$ cat config.mk
export PLATFORM = sky130hd
export DESIGN_NAME = ex_mem_fwd_stage
export DESIGN_NICKNAME = d
export VERILOG_FILES = /design/src/rtl/rv_pipe_pkg.sv /design/src/rtl/ex_mem_fwd_stage_fwd_select.sv /design/src/rtl/ex_mem_fwd_stage.sv
export SDC_FILE = /design/constraint.sdc
export NUM_CORES = 1
export LEC_CHECK = 0
export ABC_AREA = 1
export CAP_MARGIN = 20
export CORE_AREA = 2 2 183 185
export CTS_CLUSTER_SIZE = 40
export DETAILED_ROUTE_END_ITERATION = 10
export DIE_AREA = 0 0 185 187
export HOLD_SLACK_MARGIN = 0.03
export PLACE_DENSITY = 0.59
export SLEW_MARGIN = 20
export SYNTH_ARGS = -nofsm -noshare
export SYNTH_HDL_FRONTEND = slang
export SYNTH_SLANG_ARGS = --single-unit
$ cat constraint.sdc
create_clock -name clock -period 3.3 [get_ports clock]
set_input_delay 0.66 -clock clock [delete_from_list [all_inputs] [get_ports clock]]
set_output_delay 0.66 -clock clock [all_outputs]
set_load 0.005 [all_outputs]
$ cat src/rtl/rv_pipe_pkg.sv
// Shared RV32 pipeline definitions: major opcodes and instruction field helpers.
// Ports: none (package only).
// Imported by the EX/MEM stage register and its forwarding matcher.
package rv_pipe_pkg;

    localparam logic [6:0] OPC_LUI   = 7'b0110111;
    localparam logic [6:0] OPC_AUIPC = 7'b0010111;
    localparam logic [6:0] OPC_JAL   = 7'b1101111;
    localparam logic [6:0] OPC_JALR  = 7'b1100111;
    localparam logic [6:0] OPC_LOAD  = 7'b0000011;
    localparam logic [6:0] OPC_OPIMM = 7'b0010011;
    localparam logic [6:0] OPC_OP    = 7'b0110011;
    localparam logic [6:0] OPC_STORE = 7'b0100011;

    function automatic logic [6:0] opcode_of(input logic [31:0] insn);
        return insn[6:0];
    endfunction

    function automatic logic [4:0] rd_of(input logic [31:0] insn);
        return insn[11:7];
    endfunction

    function automatic logic [4:0] rs2_of(input logic [31:0] insn);
        return insn[24:20];
    endfunction

    // Opcodes whose rd field names a real architectural destination.
    function automatic logic writes_rd(input logic [6:0] opcode);
        case (opcode)
            OPC_LUI, OPC_AUIPC, OPC_JAL, OPC_JALR,
            OPC_LOAD, OPC_OPIMM, OPC_OP: return 1'b1;
            default:                     return 1'b0;
        endcase
    endfunction

endpackage

$ cat src/rtl/ex_mem_fwd_stage_fwd_select.sv
// Combinational store-data forwarding matcher over NUM_FWD write-back sources.
// Ports: cons_insn_i/dflt_dat_i (consumer and fallback data), src_* buses in,
//        hit_o/dat_o out; source 0 is nearest and wins over higher indices.
module fwd_select
    import rv_pipe_pkg::*;
#(
    parameter int NUM_FWD = 2,
    parameter int XLEN    = 32
) (
    input  logic [31:0]           cons_insn_i,
    input  logic [XLEN-1:0]       dflt_dat_i,
    input  logic [NUM_FWD-1:0]    src_valid_i,
    input  logic [NUM_FWD*32-1:0] src_insn_i,
    input  logic [NUM_FWD*XLEN-1:0] src_alu_res_i,
    input  logic [NUM_FWD*XLEN-1:0] src_mem_res_i,
    output logic                  hit_o,
    output logic [XLEN-1:0]       dat_o
);

    always_comb begin
        hit_o = 1'b0;
        dat_o = dflt_dat_i;
        if (opcode_of(cons_insn_i) == OPC_STORE) begin
            // Walk from the farthest source down so the nearest match is applied last.
            for (int i = NUM_FWD - 1; i >= 0; i--) begin
                if (src_valid_i[i]
                    && writes_rd(opcode_of(src_insn_i[32*i +: 32]))
                    && (rd_of(src_insn_i[32*i +: 32]) != 5'd0)
                    && (rd_of(src_insn_i[32*i +: 32]) == rs2_of(cons_insn_i))) begin
                    hit_o = 1'b1;
                    dat_o = (opcode_of(src_insn_i[32*i +: 32]) == OPC_LOAD)
                          ? src_mem_res_i[XLEN*i +: XLEN]
                          : src_alu_res_i[XLEN*i +: XLEN];
                end
            end
        end
    end

endmodule

$ cat src/rtl/ex_mem_fwd_stage.sv
// EX->MEM pipeline register with valid/ready handshake, flush and store-data forwarding.
// Ports: clock/reset (sync, active-high), flush, in_* from EX, out_* to MEM,
//        src_* forwarding sources, fwd_count substitution counter.
// Option: define EX_MEM_FWD_SNOOP_EN to keep refreshing a stalled store's data.
module ex_mem_fwd_stage
    import rv_pipe_pkg::*;
#(
    parameter int XLEN    = 32,
    parameter int NUM_FWD = 2,
    parameter int CNT_W   = 16
) (
    input  logic                    clock,
    input  logic                    reset,
    input  logic                    flush,
    input  logic                    in_valid,
    output logic                    in_ready,
    input  logic [31:0]             in_pc,
    input  logic [31:0]             in_insn,
    input  logic [XLEN-1:0]         in_alu_res,
    input  logic [XLEN-1:0]         in_rs2,
    output logic                    out_valid,
    input  logic                    out_ready,
    output logic [31:0]             out_pc,
    output logic [31:0]             out_insn,
    output logic [XLEN-1:0]         out_alu_res,
    output logic [XLEN-1:0]         out_rs2,
    input  logic [NUM_FWD-1:0]      src_valid,
    input  logic [NUM_FWD*32-1:0]   src_insn,
    input  logic [NUM_FWD*XLEN-1:0] src_alu_res,
    input  logic [NUM_FWD*XLEN-1:0] src_mem_res,
    output logic [CNT_W-1:0]        fwd_count
);

    logic            valid_q, valid_d;
    logic [31:0]     pc_q, pc_d;
    logic [31:0]     insn_q, insn_d;
    logic [XLEN-1:0] alu_q, alu_d;
    logic [XLEN-1:0] rs2_q, rs2_d;
    logic [CNT_W-1:0] cnt_q, cnt_d;

    logic            capture;
    logic            cap_hit;
    logic [XLEN-1:0] cap_dat;

    // Reset term keeps in_ready high even before the valid flop has settled.
    assign in_ready = reset || !valid_q || out_ready || flush;
    assign capture  = in_valid && in_ready && !flush;

    fwd_select #(.NUM_FWD(NUM_FWD), .XLEN(XLEN)) u_cap_fwd (
        .cons_insn_i   (in_insn),
        .dflt_dat_i    (in_rs2),
        .src_valid_i   (src_valid),
        .src_insn_i    (src_insn),
        .src_alu_res_i (src_alu_res),
        .src_mem_res_i (src_mem_res),
        .hit_o         (cap_hit),
        .dat_o         (cap_dat)
    );

`ifdef EX_MEM_FWD_SNOOP_EN
    logic            snp_hit;
    logic [XLEN-1:0] snp_dat;

    fwd_select #(.NUM_FWD(NUM_FWD), .XLEN(XLEN)) u_snp_fwd (
        .cons_insn_i   (insn_q),
        .dflt_dat_i    (rs2_q),
        .src_valid_i   (src_valid),
        .src_insn_i    (src_insn),
        .src_alu_res_i (src_alu_res),
        .src_mem_res_i (src_mem_res),
        .hit_o         (snp_hit),
        .dat_o         (snp_dat)
    );
`endif

    always_comb begin
        valid_d = valid_q;
        pc_d    = pc_q;
        insn_d  = insn_q;
        alu_d   = alu_q;
        rs2_d   = rs2_q;
        cnt_d   = cnt_q;
        if (flush) begin
            // Incoming transfer is accepted and dropped; data regs keep stale values.
            valid_d = 1'b0;
        end else if (capture) begin
            valid_d = 1'b1;
            pc_d    = in_pc;
            insn_d  = in_insn;
            alu_d   = in_alu_res;
            rs2_d   = cap_dat;
            if (cap_hit) begin
                cnt_d = cnt_q + CNT_W'(1);
            end
        end else if (valid_q && out_ready) begin
            valid_d = 1'b0;
`ifdef EX_MEM_FWD_SNOOP_EN
        end else if (valid_q && snp_hit) begin
            // Reaching here implies a stall without flush.
            rs2_d = snp_dat;
            cnt_d = cnt_q + CNT_W'(1);
`endif
        end
    end

    always_ff @(posedge clock) begin
        if (reset) begin
            valid_q <= 1'b0;
            pc_q    <= '0;
            insn_q  <= '0;
            alu_q   <= '0;
            rs2_q   <= '0;
            cnt_q   <= '0;
        end else begin
            valid_q <= valid_d;
            pc_q    <= pc_d;
            insn_q  <= insn_d;
            alu_q   <= alu_d;
            rs2_q   <= rs2_d;
            cnt_q   <= cnt_d;
        end
    end

    assign out_valid   = valid_q;
    assign out_pc      = pc_q;
    assign out_insn    = insn_q;
    assign out_alu_res = alu_q;
    assign out_rs2     = rs2_q;
    assign fwd_count   = cnt_q;

endmodule

# Word-level counts from Yosys, hierarchy flattened
# Index checks and enable logic that the tools add are counted.
[totals] output_inout_bits=146 elab_cells=61 regBits=145 input_bits=327
[op_classes] muxes=14 bitwise_logic=1 add_sub_neg=1 n_reduce_logical=22 eq_ne=17
[op_table] operator="two-way mux 32 bit" count=5
[op_table] operator="equality test 7 x 6 -> 1 bit (second input constant)" count=5
[op_table] operator="equality test 7 x 5 -> 1 bit (second input constant)" count=4
[op_table] operator="equality test 7 bit (second input constant)" count=4
[op_table] operator="adder 16 x 1 -> 16 bit (second input constant)" count=1
[op_table] operator="equality test 7 x 2 -> 1 bit (second input constant)" count=2
[op_table] operator="OR reduction 7 bit" count=2
[op_table] operator="equality test 5 bit" count=2
[op_table] operator="nonzero test 5 bit" count=2
[op_table] operator="logical AND 1 bit" count=9
[op_table] operator="two-way mux 1 bit" count=9
[op_table] operator="logical OR 1 bit" count=3
[op_table] operator="AND reduction 3 bit" count=1
[op_table] operator="zero test 1 bit" count=2
[op_table] operator="AND reduction 2 bit" count=1
[op_table] operator="nonzero test 2 bit" count=1
[op_table] operator="OR reduction 2 bit" count=1
[op_table] operator="NOT 1 bit" count=1

# Depth between registers and ports, before layout
[depth] depth_word=11 mapped_depth=15 ltp_nobuf=14

# By module
# A second synthesis with hierarchy kept.
[hier_totals] hier_cells=1216 area_unflattened_um2=7709.9
[by_module_without_submodules] module="ex_mem_fwd_stage" area_per_inst_um2=5275.1 seq_area_each_um2=2902.8 cells_each=683 instances=1
[by_module_without_submodules] module="fwd_select" area_per_inst_um2=2434.8 seq_area_each_um2=0.0 cells_each=533 instances=1

# Worst setup path before layout
# Ideal clock, no wire load.
[synth_timing] path_type="input -> register" from="input src_insn[34]" to="register rs2_q[27], in the netlist out_rs2[27]" required_ns=3.191 setup_time_ns=0.109 path_stages=13 arrival_time_ns=1.794 path_buffers=1 path_slack_ns=1.397 path_cell_list="inv_1 > nand2_1 > nor2_4 > nand2_1 > nand2_1 > nand3_2 > nand2_2 > nand2_4 > buf_2 > nand2_1 > nand3_1 > nand2_1 > inv_1"
[synth_via] elab_chain_cells=10 elab_cells_between_ends=17 classes_between="eq/ne (7); mux (6); reduce/logical (4)"
[synth_lines] item="from (decl)" line="ex_mem_fwd_stage.sv:28" text="input logic [NUM_FWD*32-1:0] src_insn,"
[synth_lines] item="equality test 7 x 6 -> 1 bit, or another cell as far along" line="rv_pipe_pkg.sv:29" text="case (opcode)"
[synth_lines] item="OR reduction 7 bit" line="rv_pipe_pkg.sv:29"
[synth_lines] item="two-way mux 1 bit" line="rv_pipe_pkg.sv:29"
[synth_lines] item="two-way mux 1 bit" line="ex_mem_fwd_stage_fwd_select.sv:23" text="if (opcode_of(cons_insn_i) == OPC_STORE) begin"
[synth_lines] item="logical AND 1 bit" line="ex_mem_fwd_stage_fwd_select.sv:27" text="&& writes_rd(opcode_of(src_insn_i[32*i +: 32]))"
[synth_lines] item="logical AND 1 bit" line="ex_mem_fwd_stage_fwd_select.sv:28" text="&& (rd_of(src_insn_i[32*i +: 32]) != 5'd0)"
[synth_lines] item="logical AND 1 bit" line="ex_mem_fwd_stage_fwd_select.sv:29" text="&& (rd_of(src_insn_i[32*i +: 32]) == rs2_of(cons_insn_i))) begin"
[synth_lines] item="two-way mux 32 bit (*) (2 in series)" line="ex_mem_fwd_stage_fwd_select.sv:26" text="if (src_valid_i[i]"
[synth_lines] item="two-way mux 32 bit (*)" line="ex_mem_fwd_stage_fwd_select.sv:23"
[synth_lines] item="to (signal assigned)" line="ex_mem_fwd_stage.sv:119" text="rs2_q <= rs2_d;"
[synth_lines] item="to (decl)" line="ex_mem_fwd_stage.sv:38" text="logic [XLEN-1:0] rs2_q, rs2_d;"
# Mark *: on every way between the ends. The rest lies on a longest branch, timed or not. The select of a mux whose other input is x is not followed.
# A chain may end at the register's enable or synchronous reset.

# Worst setup path in the final report
[layout_timing] from="input flush" to="output in_ready"
[layout_via] elab_chain_cells=1
[layout_lines] item="from (decl)" line="ex_mem_fwd_stage.sv:14" text="input logic flush,"
[layout_lines] item="logical OR 1 bit" line="ex_mem_fwd_stage.sv:46" text="assign in_ready = reset || !valid_q || out_ready || flush;"
[layout_lines] item="to (decl)" line="ex_mem_fwd_stage.sv:16" text="output logic in_ready,"
# Every way passes these cells.

==> summary.md <==
| Metric | Value |
|---|---|
| Status | `completed` |
| Setup Crit Path Kind | `in -> out` |
| Lkg Pwr | `5.927 nW` |
| VDD IR-drop max | `0.0003412 V` |
| Worst Hold Path Cells | `2` |
| Period minus WS final | `roughly 2.6 ns` |
| R2R setup slack | `1.64 ns` |
| Class of the worst hold path | `reg -> reg` |
| CTS buffer count | `17` |
| Area growth from synthesis to final layout | `68.69%` |
| Num ports | `473` |
| Post-place setup slack | `0.3314 ns` |
| Setup violators final | `0` |
| Yosys warning count | `0` |
| Depth of the CTS H-tree | `4` |
| Skew-Pair Late Insertion Delay | `~0.42 ns` |
| Setup TNS | `0 ns` |
| CP arrival | `1.98 ns` |
| Final Hold Vio Count | `0` |
| Final Max Tran Viols | `0` |
| Seq/Total Area, Yosys | `0.3744` |
| Worst Slack Setup Final | `0.6606 ns` |
| R2R Path End | `fwd_count[6]` |
| Postcts setup bufs | `0` |
| Fillers | `about 3.6k` |
| Total power | `0.004840 W` |
| Initial antenna violation count | `2` |
| Clock transition at the registers of the reported paths | `0.06 ns` |
| Setup repair after global routing missed its margin | `false` |
| Post-DP HPWL | `23,700 um` |
| Cells on worst reg2reg path | `6` |
| Tcrit/Tclk final | `0.7998` |
| Antenna Nets Post-Route | `0` |
| Final #Nets | `2,012` |
| Post-CTS Hold Fix Bufs | `0` |
| Core area | `0.03286 mm^2` |
| Root Driver | `clkbuf_16` |
| Vias | `9,191` |
| Overflow after GRT | `0` |
| Starting DRC count in detailed routing | `273` |
| GRT Util Overall | `0.1762` |
| CTS tree | `built` |
| Vias in the first global route | `8,917` |
| CTS sink count | `145` |
| Mapped Cells | `1,291` |
| Seq cells post-synth | `145` |
| Mapped cell area | `0.007752 mm^2` |
| Die area | `0.03460 mm^2` |
| Post-cts resize count | `0` |
| Hold Path Origin | `out_insn[20]` |
| Number of max-cap violations | `0` |
| Longest Clk Path Bufs | `2` |
| Critical path startpoint category | `input pin` |
| Pin count of the biggest net entering global routing | `104` |
| Crit path required time | `2.64 ns` |
| Rows | `67` |
| First-pass DRT Iterations | `4` |
| Fmax achieved | `378.9 MHz` |
| Synthesized area per cell | `around 6 um^2` |
| Pwr dens | `370.1 mW/mm^2` |
| Detailed-route DRC error count | `0` |
| Detailed-route wire length | `30,970 um` |
| Critical path fanouts, max | `3` |
| Hold Path End | `out_insn[20]` |
| Reg-to-reg startpoint | `out_valid` |
| Layout cells sized above 1 | `0.03830` |
| Slew HR | `0.3707` |
| Skew final | `0.01189 ns` |
| Syn_nets | `1,619` |
| RePlAce Congestion | `0.8366` |
| Measured slew at the worst slew-check pin | `0.9439 ns` |
| Vias/cell | `4.281` |
| Die W | `185 um` |
| Initial Util | `0.2359` |
| I/O Buffers | `432` |
| First-pass GRT wire length | `~47,000 um` |
| Post-synth cell types | `27` |
| Drt wl/cell | `between 10 and 15 um` |
| Critical Path End Type | `output pin` |
| Die height | `approximately 190 um` |
-- critical path, cell delays in order --
cell	delay [ns]
clkdlybuf4s50_1	0.48
nor2_1	0.06
nand3b_1	0.17
clkdlybuf4s50_1	0.61
-- cell usage after synthesis --
cell        n  area, um^2
a21oi_1    26       130.1
a21oi_4     1       16.27
buf_1       1       3.750
buf_2      37       185.2
buf_4       1       7.510
buf_6       2       22.52
clkbuf_1   32       120.1
dfxtp_1   145        2903
ha_1        1       12.51
inv_1     177       664.4
inv_2       4       15.01
nand2_1   332        1246
nand2_2     2       12.51
nand2_4     1       11.26
nand3_1    94       470.5
nand3_2     1       10.01
nand3b_1    2       15.01
nand4_1     4       25.02
nor2_1    264       991.0
nor2_2      1       6.260
nor2_4      1       11.26
nor3_1      7       35.03
nor3_2      1       10.01
o21a_1      2       15.01
o21ai_0   138       690.7
xnor2_1     7       61.31
xor2_1      7       61.31
-- per-stage QoR --
stage	std cells	hold WS, ns	util	instance area, um^2
6_report	2147	0.4801	0.3980	13080
5_1_grt	2146	0.5004	0.3979	13080
4_1_cts	2145	0.4872	0.3978	13070
3_5_place_dp	2113	0.4710	0.3802	12490
3_3_place_gp	2113	0.4625	0.3802	12490
2_1_floorplan	1291	0.4736	-	7752
-- cell usage in the layout, fill, tap and decap left out, drive strengths merged, types with 8 or more instances in the layout --
cell type      instances
clkdlybuf4s50        431
nand2                335
nor2                 266
inv                  186
dfxtp                145
o21ai                138
nand3                 95
a21oi                 27
clkbuf                20
buf                   16
nor3                   8
-- layer usage --
metal | GRT usage | up-vias | part of all wire
li1 | - | 4716 | -
met1 | 0.1801 | 4075 | 0.38
met2 | 0.3211 | 368 | 0.49
met3 | 0.06776 | 32 | 0.10
met4 | 0.06716 | 0 | 0.028
met5 | 0 | - | 0
-- kinds of logic (layout without fill, tap and decap cells) --
kind of cell	Yosys count	in the layout	synth area share
AO/OA/AOI/OAI	167	167	0.1099
XOR/XNOR	14	14	0.01582
adder cells (fa/ha/maj)	1	1	0.001614
buffers and inverters	254	660	0.1314
flip-flops	145	145	0.3744
other	0	2	0
AND/OR/NAND/NOR	710	710	0.3668
-- how the worst max path moves through the flow --
stage	from	end	slack, ns
after CTS	flush	in_ready	0.66
final	flush	in_ready	0.66
after detailed placement	src_insn[38]	out_rs2[21]	0.33
after global placement	src_insn[38]	out_rs2[8]	0.38
after global routing	src_insn[38]	out_rs2[14]	0.49
after floorplan	src_insn[34]	out_rs2[27]	1.40
-- registers in the layout, indices dropped and copies added (netlist names) --
signal       flops
fwd_count       16
out_alu_res     32
out_insn        32
out_pc          32
out_rs2         32
out_valid        1
-- power by group --
| part | switching, W | internal, W | total, W |
|---|---|---|---|
| registers | 0.0000564 | 0.00186 | 0.00191 |
| clock network | 0.000852 | 0.00110 | 0.00195 |
| logic | 0.000381 | 0.000600 | 0.000980 |
| total | 0.00129 | 0.00355 | 0.00484 |
-- area by class of cell --
type                    instances  area [um^2]  share of cell area
flip-flops and latches        145         2903              0.2220
multi-input cells             892         3851              0.2945
repair buffers                447         4494              0.3437
clock inverters                12        122.6            0.009376
clock buffers                  20        456.7             0.03492
inverters                     181        684.4             0.05233
well taps                     448        560.5             0.04286
diodes                          2        5.005           0.0003827
Note: power is estimated with default switching activity, not from simulation.
